File: config.mk
export PLATFORM = sky130hd
export DESIGN_NAME = rtc_timekeeper
export DESIGN_NICKNAME = d
export VERILOG_FILES = /design/src/rtl/rtc_pkg.sv /design/src/rtl/rtc_prescaler.sv /design/src/rtl/rtc_timekeeper.sv
export SDC_FILE = /design/constraint.sdc
export NUM_CORES = 1
export LEC_CHECK = 0
export BUFFER_PORTS_ARGS = -buffer_cell sky130_fd_sc_hd__buf_2
export CAP_MARGIN = 15
export CORE_AREA = 5 5 85 87
export CTS_CLUSTER_DIAMETER = 80
export DETAILED_ROUTE_END_ITERATION = 10
export DIE_AREA = 0 0 90 92
export MAX_ROUTING_LAYER = met4
export PLACE_DENSITY_LB_ADDON = 0.12
export SYNTH_ARGS = -nofsm -noshare
export SYNTH_HDL_FRONTEND = slang
export SYNTH_HIERARCHICAL = 1
export SYNTH_SLANG_ARGS = --single-unit
File: constraint.sdc
create_clock -name clk -period 3.5 [get_ports clk]
set_clock_uncertainty 0.15 [all_clocks]
set_input_delay 0.7 -clock clk [delete_from_list [all_inputs] [get_ports clk]]
set_output_delay 0.7 -clock clk [all_outputs]
set_load 0.03 [all_outputs]
File: src/rtl/rtc_pkg.sv
// rtl/rtc_pkg.sv - shared constants and display helper for the timekeeper
// Provides field widths, per-field maximum values and the 24h -> 12h
// display conversion used by rtc_timekeeper.
package rtc_pkg;

  localparam int HOUR_W = 5;
  localparam int MS_W   = 6;

  localparam logic [MS_W-1:0]   SEC_MAX = 6'd59;
  localparam logic [MS_W-1:0]   MIN_MAX = 6'd59;
  localparam logic [HOUR_W-1:0] H24_MAX = 5'd23;

  // 0 shows as 12 (midnight), 13..23 fold down to 1..11.
  function automatic logic [HOUR_W-1:0] to_12h(input logic [HOUR_W-1:0] h24);
    logic [HOUR_W-1:0] r;
    if (h24 == 5'd0) begin
      r = 5'd12;
    end else if (h24 > 5'd12) begin
      r = h24 - 5'd12;
    end else begin
      r = h24;
    end
    return r;
  endfunction

endpackage

File: src/rtl/rtc_prescaler.sv
// rtl/rtc_prescaler.sv - divides clk down to a once-per-second tick
// Ports:
//   clk  in  clock
//   rst  in  synchronous active-high reset, counter to 0
//   clr  in  restart the second: counter to 0 on the next edge
//   tick out high in the cycle where the counter sits at TICK_DIV-1
module rtc_prescaler #(
  parameter int TICK_DIV = 50_000_000,
  parameter int CNT_W    = (TICK_DIV > 1) ? $clog2(TICK_DIV) : 1
) (
  input  logic clk,
  input  logic rst,
  input  logic clr,
  output logic tick
);

  localparam logic [CNT_W-1:0] LAST = CNT_W'(TICK_DIV - 1);

  logic [CNT_W-1:0] presc;

  assign tick = (presc == LAST);

  always_ff @(posedge clk) begin
    if (rst || clr) begin
      presc <= '0;
    end else if (tick) begin
      presc <= '0;
    end else begin
      presc <= presc + CNT_W'(1);
    end
  end

endmodule

File: src/rtl/rtc_timekeeper.sv
// rtl/rtc_timekeeper.sv - h:m:s timekeeper with load, alarm and 12/24h display
// Ports:
//   clk, rst                      clock, synchronous active-high reset
//   mode_24h                      display format select (1 = 24h)
//   set_valid, set_hour/min/sec   validated time load
//   alarm_wr, alarm_hour/min      validated alarm load
//   alarm_en                      alarm enable level
//   hour, pm                      display hour and PM flag (combinational)
//   minute, second                registered time fields
//   tick, day_wrap, alarm_hit     one-cycle event strobes
//   set_err                       one-cycle strobe on a rejected load
module rtc_timekeeper
  import rtc_pkg::*;
#(
  parameter int TICK_DIV = 50_000_000,
  parameter int CNT_W    = (TICK_DIV > 1) ? $clog2(TICK_DIV) : 1
) (
  input  logic       clk,
  input  logic       rst,
  input  logic       mode_24h,
  input  logic       set_valid,
  input  logic [4:0] set_hour,
  input  logic [5:0] set_min,
  input  logic [5:0] set_sec,
  input  logic       alarm_wr,
  input  logic [4:0] alarm_hour,
  input  logic [5:0] alarm_min,
  input  logic       alarm_en,
  output logic [4:0] hour,
  output logic       pm,
  output logic [5:0] minute,
  output logic [5:0] second,
  output logic       tick,
  output logic       day_wrap,
  output logic       alarm_hit,
  output logic       set_err
);

  logic [HOUR_W-1:0] h24;
  logic [MS_W-1:0]   min_r;
  logic [MS_W-1:0]   sec_r;
  logic [HOUR_W-1:0] al_h;
  logic [MS_W-1:0]   al_m;

  logic              presc_tick;
  logic              load_ok;
  logic              alarm_ok;

  logic [HOUR_W-1:0] h_nx;
  logic [MS_W-1:0]   min_nx;
  logic [MS_W-1:0]   sec_nx;
  logic              wrap_nx;
  logic              hit_nx;

  assign load_ok  = set_valid && (set_hour <= H24_MAX) &&
                    (set_min <= MIN_MAX) && (set_sec <= SEC_MAX);
  assign alarm_ok = alarm_wr && (alarm_hour <= H24_MAX) && (alarm_min <= MIN_MAX);

  // An accepted load restarts the second so the next tick is a full
  // TICK_DIV cycles later.
  rtc_prescaler #(
    .TICK_DIV (TICK_DIV),
    .CNT_W    (CNT_W)
  ) u_prescaler (
    .clk  (clk),
    .rst  (rst),
    .clr  (load_ok),
    .tick (presc_tick)
  );

  // Time after one more second, with carries rippling up to the day.
  always_comb begin
    sec_nx  = sec_r + 6'd1;
    min_nx  = min_r;
    h_nx    = h24;
    wrap_nx = 1'b0;
    if (sec_r == SEC_MAX) begin
      sec_nx = '0;
      if (min_r == MIN_MAX) begin
        min_nx = '0;
        if (h24 == H24_MAX) begin
          h_nx    = '0;
          wrap_nx = 1'b1;
        end else begin
          h_nx = h24 + 5'd1;
        end
      end else begin
        min_nx = min_r + 6'd1;
      end
    end
  end

  // Only a tick landing on hh:mm:00 counts; loads take the other branch
  // below and so can never raise the alarm.
  assign hit_nx = alarm_en && (h_nx == al_h) && (min_nx == al_m) && (sec_nx == '0);

  always_ff @(posedge clk) begin
    if (rst) begin
      h24       <= '0;
      min_r     <= '0;
      sec_r     <= '0;
      al_h      <= '0;
      al_m      <= '0;
      tick      <= 1'b0;
      day_wrap  <= 1'b0;
      alarm_hit <= 1'b0;
      set_err   <= 1'b0;
    end else begin
      tick      <= 1'b0;
      day_wrap  <= 1'b0;
      alarm_hit <= 1'b0;
      set_err   <= (set_valid && !load_ok) || (alarm_wr && !alarm_ok);

      if (load_ok) begin
        h24   <= set_hour;
        min_r <= set_min;
        sec_r <= set_sec;
      end else if (presc_tick) begin
        h24       <= h_nx;
        min_r     <= min_nx;
        sec_r     <= sec_nx;
        tick      <= 1'b1;
        day_wrap  <= wrap_nx;
        alarm_hit <= hit_nx;
      end

      if (alarm_ok) begin
        al_h <= alarm_hour;
        al_m <= alarm_min;
      end
    end
  end

  assign minute = min_r;
  assign second = sec_r;
  assign hour   = mode_24h ? h24 : to_12h(h24);
  assign pm     = (h24 >= 5'd12);

endmodule

==> impl_metrics.tcl, run 1 <==
set metrics [dict create \
    outcome "complete, no violations" \
    ys_warn_count 6 \
    syn-num-nets 483 \
    numCtsBuffers 9 \
    worst_slack_ns 0.574 \
    antenna_found_initial 0 \
    fmax_ghz 0.342 \
    grt_overflow 0 \
    grt_pass1_wl_mm 14.7 \
    track_usage 0.219 \
    p_per_area_mw_per_mm2 386 \
    regArea_sq_mm 0.00116 \
    rsz0062_at_grt "false" \
    worstHoldPathType "reg -> reg" \
    netlist.area_leader.share 0.327 \
    areaGrowthSynthToFinish_pct 12.6 \
    cp.arrival_ns 3.02 \
    setup_violations 0 \
    post-route-min-period_ns 2.93 \
    vias 3471 \
    cts.clk_slew.worst_paths_ns 0.06 \
    tns_ns 0 \
    synth_area_per_cell_sq_um 8.06 \
    seq_area_frac_synth 0.327 \
    ys_types 69 \
    via_per_inst 6.10 \
    drt_iter0_markers 241 \
    slew_viol_final 0 \
    cts-root-buf "clkbuf_8" \
    worstSetupStartpointType "flop" \
    cts_tree "done" \
    synth_seq_cells 58 \
    worstPathMaxFanout 4 \
    cts_max_path_buffers 2 \
    chipHeight_um 92 \
    relSlewSlack 0.552 \
    endpoint_kind "flop" \
    cts.sinks 58 \
    post_cts_buffers 0 \
    ctsHoldBuffers 0 \
    drive_gt1_frac 0.185 \
    die_x_um 90 \
    hpwlAfterDp_mm 6.69 \
    peakVddDrop_v 0.000307 \
    yosys.area.top_type "dfxtp_1" \
    r2r_start "u_prescaler/presc[0]" \
    routed_wl_mm 9.01 \
    hold_violations 0 \
    grt_pass1_vias 3067 \
    pre_cts_ws_ns 0.646 \
    hold_start "u_prescaler/presc[0]" \
    ys_top_cells_by_count "nor2_1 (60), dfxtp_1 (58), o21ai_0 (23)" \
    yosysMostFrequentCell "nor2_1" \
    drtPass1Iterations 5 \
    tightest_slew_ns 0.670 \
    fin_crit_sh 0.836 \
    n_antenna_cell 0 \
    critPathLaunch "u_prescaler/presc[0]" \
    io_pins 56 \
    multi_input_area_sq_mm 0.00220 \
    static-leakage-power_nw 1.51 \
    portBuffers 55 \
    synth_ff_type "dfxtp_1" \
    ys_top_cells_by_area "dfxtp_1 (33%), nor2_1 (6.3%), xnor2_1 (3.7%)" \
    ant_nets 0 \
    syn-cell-area_sq_mm 0.00355 \
    nFillCells 604 \
    rows 29 \
    gp_congestion 0.921 \
    dieArea_sq_mm 0.00828 \
    crit_required_ns 3.59 \
    path_class "reg -> reg" \
    initial_core_util 0.565 \
    wire_per_inst_um 15.8 \
    syn_inst 440 \
    cap_violations 0 \
    synth_edf_count 0 \
    synth-async-reset-ratio 0 \
    clock_latency_ns 0.34 \
    coreArea_sq_mm 0.00628 \
    grt_max_degree 35 \
    route.detailed.drc 0 \
    htreeDepth 3 \
    cts_resized 0 \
    nets 532 \
]
state kept, by name, summed over array words and instances, names as in the netlist, 5 cells and up:
name / cells
second: 6
al_h: 5
u_prescaler/presc: 26
h24: 5
minute: 6
al_m: 6
worst max-delay path, cell delays in order (launching register included):
cell,delay [ns]
dfxtp_1,0.38
ha_1,0.22
nand3_1,0.10
or4_4,0.54
nor3_1,0.20
inv_1,0.12
or3_1,0.44
a221oi_1,0.27
nand4_1,0.16
nor4_2,0.26
final cells by class:
class	instances	area share
Clock buffer	12	0.0414
Clock inverter	2	0.00313
Inverter	16	0.0150
Multi-Input combinational cell	346	0.551
Sequential cell	58	0.291
Tap cell	77	0.0241
Timing Repair Buffer	58	0.0746
cell usage in the layout, fill, tap and decap left out, types with 6 or more instances in the layout:
| cell type | count |
|---|---|
| nor3_1 | 22 |
| mux2i_1 | 13 |
| inv_1 | 16 |
| a211oi_1 | 11 |
| nor2_1 | 60 |
| nand2_1 | 22 |
| o21ai_0 | 23 |
| nand3_1 | 22 |
| and3_1 | 6 |
| xnor2_1 | 15 |
| ha_1 | 9 |
| a21oi_1 | 21 |
| clkbuf_8 | 12 |
| nand4_1 | 16 |
| or3_1 | 13 |
| buf_2 | 55 |
| xor2_1 | 9 |
| dfxtp_1 | 58 |
metrics by stage:
stage          instances   util  hold WS (ns)  total power, mW  cell area (sq um)
6_report             569  0.636         0.332             1.54               3990
2_1_floorplan        440      -         0.290            0.919               3550
3_3_place_gp         555  0.608         0.307            0.990               3820
3_5_place_dp         555  0.608         0.325            0.993               3820
4_1_cts              569  0.636         0.340             1.55               3990
5_1_grt              569  0.636         0.363             1.61               3990
report_power, final:
part | total, mW | leakage, nW | internal (mW) | switching [mW]
clock network | 0.559 | 0.0903 | 0.305 | 0.253
logic | 0.247 | 0.945 | 0.0964 | 0.151
registers | 0.734 | 0.473 | 0.687 | 0.0469
per-layer routing:
layer	wire length, um	track usage
met1	4410	0.306
met2	3930	0.316
met3	539	0.0548
met4	118	0.0571
met5	0	-
worst paths after layout:
kind	endpoint	slack (ns)	depth (start not counted)
max reg2reg	alarm_hit	0.57	9
min	u_prescaler/presc[0]	0.33	1
min reg2reg	u_prescaler/presc[0]	0.33	1
max	alarm_hit	0.57	9
kinds of logic after synthesis:
kind of cell | count (synthesis) | synth area share
AOI/OAI and AO/OA | 98 | 0.187
adders and majority gates | 9 | 0.0317
buffers and inverters | 36 | 0.0522
muxes | 13 | 0.0367
and+or+nand+nor | 202 | 0.306
DFF | 58 | 0.327
xor gates and xnor gates | 24 | 0.0593
Note: power is estimated with default switching activity, not from simulation.
==> run 2: changes to the inputs <==
--- a/config.mk
+++ b/config.mk
@@ -5,12 +5,13 @@
 export SDC_FILE = /design/constraint.sdc
 export NUM_CORES = 1
 export LEC_CHECK = 0
+export ABC_AREA = 1
 export BUFFER_PORTS_ARGS = -buffer_cell sky130_fd_sc_hd__buf_2
 export CAP_MARGIN = 15
-export CORE_AREA = 5 5 85 87
+export CORE_AREA = 5 5 90 92
 export CTS_CLUSTER_DIAMETER = 80
 export DETAILED_ROUTE_END_ITERATION = 10
-export DIE_AREA = 0 0 90 92
+export DIE_AREA = 0 0 95 97
 export MAX_ROUTING_LAYER = met4
 export PLACE_DENSITY_LB_ADDON = 0.12
 export SYNTH_ARGS = -nofsm -noshare
==> constraint.sdc (replaced) <==
create_clock -name clk -period 2.5 [get_ports clk]
set_clock_uncertainty 0.15 [all_clocks]
set_input_delay 0.5 -clock clk [delete_from_list [all_inputs] [get_ports clk]]
set_output_delay 0.5 -clock clk [all_outputs]
set_load 0.03 [all_outputs]
==> run 2 against run 1 <==
Against the previous run:
- die area increased by 11%
- first-iteration DRC count fell by 31%
- register-to-register slack worse by 0.27 ns
- sequential share of layout area shrank 1.4 points
==> impl_metrics.tcl, run 2 <==
set metrics [dict create \
    outcome "complete, no violations" \
    nets 680 \
    internal_power_mw 1.46 \
    cts_max_path_buffers 2 \
    relSlewSlack 0.313 \
    final_cell_area_sq_mm 0.00422 \
    chipHeight_um 97 \
    synth_seq_cells 58 \
    static-leakage-power_nw 1.79 \
    wire_per_inst_um 12.6 \
    largest_register_ffs 26 \
    p_seq_frac 0.476 \
    rows 31 \
    syn-num-nets 614 \
    track_usage 0.220 \
    cp.arrival_ns 1.72 \
    portBuffers 55 \
    setup_violations 0 \
    grt_pass1_wl_mm 16.0 \
    p_per_area_mw_per_mm2 497 \
    clkPwrFrac 0.370 \
    initial_core_util 0.507 \
    mostFrequentLayoutCells "nand2_1 (175), nor2_1 (77), inv_1 (59)" \
    yosysMostFrequentCell "nand2_1" \
    ys_warn_count 6 \
    clock_latency_ns 0.35 \
    netlist.area_leader.share 0.321 \
    syn-cell-area_sq_mm 0.00362 \
    drt_iter0_markers 167 \
    combPwrFrac 0.155 \
    grt_max_degree 25 \
    io_pins 56 \
    via_per_inst 5.10 \
    worstHoldPathType "in -> reg" \
    cts_tree "done" \
    final_common_cell "nand2_1" \
    p_sw_frac 0.305 \
    ctsHoldBuffers 0 \
    synth_ff_type "dfxtp_1" \
    ys_types 39 \
    endpoint_kind "output pin" \
    drive_gt1_frac 0.185 \
    largest_register "u_prescaler/presc" \
    antenna_found_initial 0 \
    crit_slowest_cell "dfxtp_4" \
    cts.clk_slew.worst_paths_ns 0.08 \
    ys_top_cells_by_count "nand2_1 (175), nor2_1 (78), inv_1 (60)" \
    max_stage_delay_ns 0.36 \
    cts.sinks 58 \
    gp_congestion 0.832 \
    dieArea_sq_mm 0.00922 \
    n_antenna_cell 0 \
    die_x_um 95 \
    route.detailed.drc 0 \
    areaGrowthSynthToFinish_pct 16.4 \
    synth-async-reset-ratio 0 \
    crit_required_ns 1.85 \
    grt_overflow 0 \
    switching_power_mw 0.640 \
    drtPass1Iterations 4 \
    worstSetupStartpointType "flop" \
    worstPathMaxFanout 4 \
    path_class "reg -> out" \
    peakVddDrop_v 0.000345 \
    ant_nets 0 \
    tightest_slew_ns 1.03 \
    slew_viol_final 0 \
    yosys.area.top_type "dfxtp_1" \
    tns_ns 0 \
    seq_area_frac_synth 0.321 \
    syn_inst 571 \
    cap_violations 0 \
    rrSetupSlack_ns 0.30 \
    coreArea_sq_mm 0.00714 \
    synth_area_per_cell_sq_um 6.34 \
    htreeDepth 3 \
    grt_pass1_vias 3579 \
    crit_top_cell "inv_1" \
    vias 3777 \
    synth_edf_count 0 \
    ys_top_cells_by_area "dfxtp_1 (32%), nand2_1 (18%), nor2_1 (8.1%)" \
    hpwlAfterDp_mm 7.03 \
    numCtsBuffers 9 \
    dpl_cell_area_sq_mm 0.00401 \
    cp_cell_sequence "inv_1 > ha_2 > inv_1 > nor2_1 > nor3_2 > a21oi_1 > o21ai_0 > buf_2" \
    post-route-min-period_ns 2.37 \
    rsz0062_at_grt "false" \
    hold_violations 0 \
    fmax_ghz 0.422 \
    cts-root-buf "clkbuf_8" \
    fin_crit_sh 0.948 \
    routed_wl_mm 9.34 \
]
[run 2: final cells by class]
cell class | count | area (sq um)
Fill cell | 734 | 2920
Multi-Input combinational cell | 438 | 2160
Sequential cell | 58 | 1170
Timing Repair Buffer | 63 | 338
Inverter | 67 | 255
Clock buffer | 11 | 141
Tap cell | 99 | 124
Clock inverter | 5 | 30.0
[run 2: power by group through the flow]
stage | clock network, mW | registers, mW | logic (mW)
floorplan | 0 | 1.04 | 0.193
global placement | 0 | 1.02 | 0.313
detailed placement | 0 | 1.02 | 0.316
CTS | 0.800 | 0.996 | 0.318
global route | 0.851 | 1.00 | 0.362
finish | 0.774 | 0.997 | 0.324
[run 2: worst paths after layout]
check	startpoint	endpoint	depth (start not counted)
max	h24[1]	hour[2]	8
min	set_min[2]	minute[2]	3
max reg2reg	second[1]	alarm_hit	10
min reg2reg	u_prescaler/presc[0]	u_prescaler/presc[0]	1
[run 2: critical path: cells and delay by family, from the launching register on]
kind,cells,cell delay [ns]
AOI/OAI and AO/OA,2,0.16
buffers and inverters,3,0.36
and+or+nand+nor,2,0.31
DFF,1,0.36
adders and majority gates,1,0.18
[run 2: through the flow]
stage	worst slack, ns	instances	power (mW)	hold WS [ns]	util
2_1_floorplan	0.298	571	1.23	0.280	-
3_3_place_gp	0.227	723	1.33	0.292	0.561
3_5_place_dp	0.216	723	1.33	0.300	0.561
4_1_cts	0.0532	739	2.11	0.259	0.586
5_1_grt	0.0292	741	2.22	0.270	0.591
6_report	0.129	741	2.10	0.272	0.591
[run 2: cell families (layout without fill, tap and decap cells)]
group / Yosys count / in the layout / share of synthesized area
AOI/OAI and AO/OA: 69 / 69 / 0.110
xor gates and xnor gates: 11 / 11 / 0.0266
adders and majority gates: 9 / 9 / 0.0311
buffers and inverters: 75 / 146 / 0.0857
DFF: 58 / 58 / 0.321
and+or+nand+nor: 349 / 349 / 0.426
[run 2: routing by layer]
metal | vias up | wire, um | global-route usage | part of all wire
met3 | 14 | 457 | 0.0497 | 0.049
met1 | 1708 | 4120 | 0.260 | 0.44
met5 | - | 0 | - | 0
li1 | 1958 | - | - | -
met2 | 97 | 4590 | 0.366 | 0.49
met4 | 0 | 172 | 0.0733 | 0.018
[run 2: timing repair]
| item | in CTS | in global routing |
|---|---|---|
| resized for setup | 1 | 9 |
| setup buffers | 0 | 2 |
| endpoints found under the setup margin | 2 | 4 |
| pin swaps | 0 | 2 |
==> run 3: changes to the inputs <==
--- a/config.mk
+++ b/config.mk
@@ -8,10 +8,10 @@
 export ABC_AREA = 1
 export BUFFER_PORTS_ARGS = -buffer_cell sky130_fd_sc_hd__buf_2
 export CAP_MARGIN = 15
-export CORE_AREA = 5 5 90 92
+export CORE_AREA = 5 5 83 85
 export CTS_CLUSTER_DIAMETER = 80
 export DETAILED_ROUTE_END_ITERATION = 10
-export DIE_AREA = 0 0 95 97
+export DIE_AREA = 0 0 88 90
 export MAX_ROUTING_LAYER = met4
 export PLACE_DENSITY_LB_ADDON = 0.12
 export SYNTH_ARGS = -nofsm -noshare
==> constraint.sdc (replaced) <==
create_clock -name clk -period 2.89 [get_ports clk]
set_clock_uncertainty 0.15 [all_clocks]
set_input_delay 0.578 -clock clk [delete_from_list [all_inputs] [get_ports clk]]
set_output_delay 0.578 -clock clk [all_outputs]
set_load 0.03 [all_outputs]
==> run 3 against run 2 <==
Against the previous run:
- register-to-register slack improved by 0.14 ns
- worst hold slack better by 0.045 ns
- flip-flop and latch count unchanged
- cell area decreased by 1.2%
- combinational power is 15% lower
- global-route usage increased by 3.4 points
- via count increased by 1.2%
- wire length increased by 0.15%
- total power down 8.7%
- clock-buffer cell count is 1 higher
- core utilization rose by 8.9 points
- largest power group unchanged
==> impl_metrics.tcl, run 3 (synthesized netlist as in run 2, its figures left out) <==
set metrics [dict create \
    outcome "complete, no violations" \
    cap_violations 0 \
    largest_register "u_prescaler/presc" \
    hpwlAfterDp_mm 7.17 \
    setup_violations 0 \
    hold_violations 0 \
    peakVddDrop_v 0.000280 \
    nets 675 \
    switching_power_mw 0.543 \
    combPwrFrac 0.144 \
    cts.sinks 58 \
    grt_pass1_wl_mm 15.8 \
    rsz0062_at_grt "false" \
    hold_start "u_prescaler/presc[0]" \
    portBuffers 55 \
    tns_ns 0 \
    ant_nets 0 \
    fin_worst_hold_slack_ns 0.316 \
    cts-root-buf "clkbuf_8" \
    via_per_inst 5.35 \
    p_seq_frac 0.451 \
    drtPass1Iterations 4 \
    grt_pass1_vias 3689 \
    fmax_ghz 0.393 \
    crit_required_ns 2.16 \
    gp_congestion 0.917 \
    worstPathMaxFanout 4 \
    fin_crit_sh 0.881 \
    antenna_found_initial 0 \
    track_usage 0.254 \
    htreeDepth 3 \
    clock_latency_ns 0.34 \
    drt_iter0_markers 242 \
    grt_overflow 0 \
    grt_max_degree 25 \
    endpoint_kind "output pin" \
    drive_gt1_frac 0.168 \
    initial_core_util 0.590 \
    tightest_slew_ns 0.594 \
    p_per_area_mw_per_mm2 459 \
    worstSetupStartpointType "flop" \
    chipHeight_um 90 \
    rows 29 \
    numCtsBuffers 9 \
    power_mw 1.91 \
    cts_max_path_buffers 2 \
    internal_power_mw 1.37 \
    static-leakage-power_nw 1.78 \
    cp.arrival_ns 1.82 \
    route.detailed.drc 0 \
    io_pins 56 \
    cts.clk_slew.worst_paths_ns 0.07 \
    path_class "reg -> out" \
    n_antenna_cell 0 \
    final_common_cell "nand2_1" \
    routed_wl_mm 9.35 \
    critPathLaunch "h24[1]" \
    areaGrowthSynthToFinish_pct 15.1 \
    cts_tree "done" \
    dieArea_sq_mm 0.00792 \
    largest_register_ffs 26 \
    wire_per_inst_um 13.1 \
    worstHoldPathType "reg -> reg" \
    clkPwrFrac 0.405 \
    post-route-min-period_ns 2.55 \
    slew_viol_final 0 \
    coreArea_sq_mm 0.00613 \
    die_x_um 88 \
    vias 3822 \
    mostFrequentLayoutCells "nand2_1 (175), nor2_1 (78), inv_1 (60)" \
    p_sw_frac 0.284 \
    nFillCells 567 \
    r2r_start "u_prescaler/presc[0]" \
    ctsHoldBuffers 0 \
    relSlewSlack 0.603 \
]
==> run 3: cell types whose count changed in the layout (fill, tap and decap cells not counted), moves of 2 or more <==
| cell | before | now |
|---|---|---|
| clkinv_2 | 3 | 1 |
| dfxtp_1 | 56 | 58 |
| buf_4 | 9 | 3 |
| ha_1 | 7 | 9 |
| ha_2 | 2 | 0 |
==> run 3: power groups by stage <==
stage	Clock (mW)	Sequential, mW	Combinational [mW]
after detailed placement	0	0.879	0.273
after floorplan	0	0.896	0.167
after global routing	0.825	0.866	0.309
after global placement	0	0.878	0.267
final	0.775	0.862	0.275
after CTS	0.785	0.861	0.274
==> run 3: through the flow <==
stage,std cells,cell area [sq um],worst slack (ns),util
finish,714,4170,0.344,0.679
global route,714,4170,0.147,0.679
CTS,714,4160,0.246,0.679
detailed placement,698,3960,0.468,0.645
global placement,698,3960,0.443,0.645
floorplan,571,3620,0.610,-
==> run 3: final timing paths <==
| path | end | slack [ns] | cells past startpoint |
|---|---|---|---|
| min reg2reg | u_prescaler/presc[0] | 0.32 | 1 |
| max | hour[3] | 0.34 | 8 |
| max reg2reg | alarm_hit | 0.44 | 13 |
| min | u_prescaler/presc[0] | 0.32 | 1 |
==> run 3: timing repair <==
action                                  CTS  global route
setup buffers                             0             0
endpoints found under the setup margin    0             1
resized for setup                         0             1
==> run 3: metal layers <==
layer	share of wire	vias up	global-route usage
met1	0.41	1707	0.288
met5	0	-	-
met2	0.51	146	0.423
met3	0.058	24	0.0384
li1	-	1945	-
met4	0.029	0	0.133
==> run 3: cell type report <==
| class | count | area, sq um | share of cell area |
|---|---|---|---|
| multi-input cells | 438 | 2150 | 0.517 |
| well taps | 77 | 96.3 | 0.0231 |
| inverters | 67 | 251 | 0.0604 |
| flip-flops and latches | 58 | 1160 | 0.279 |
| clock inverters | 4 | 50.0 | 0.0120 |
| clock buffers | 12 | 155 | 0.0372 |
| repair buffers | 58 | 298 | 0.0715 |
==> run 3: worst max-delay path, stage by stage (launching register included) <==
cell	delay [ns]
dfxtp_1	0.41
inv_1	0.12
ha_1	0.21
inv_1	0.07
nor2_1	0.05
nor3_2	0.19
a21oi_1	0.10
o21ai_0	0.09
buf_2	0.22
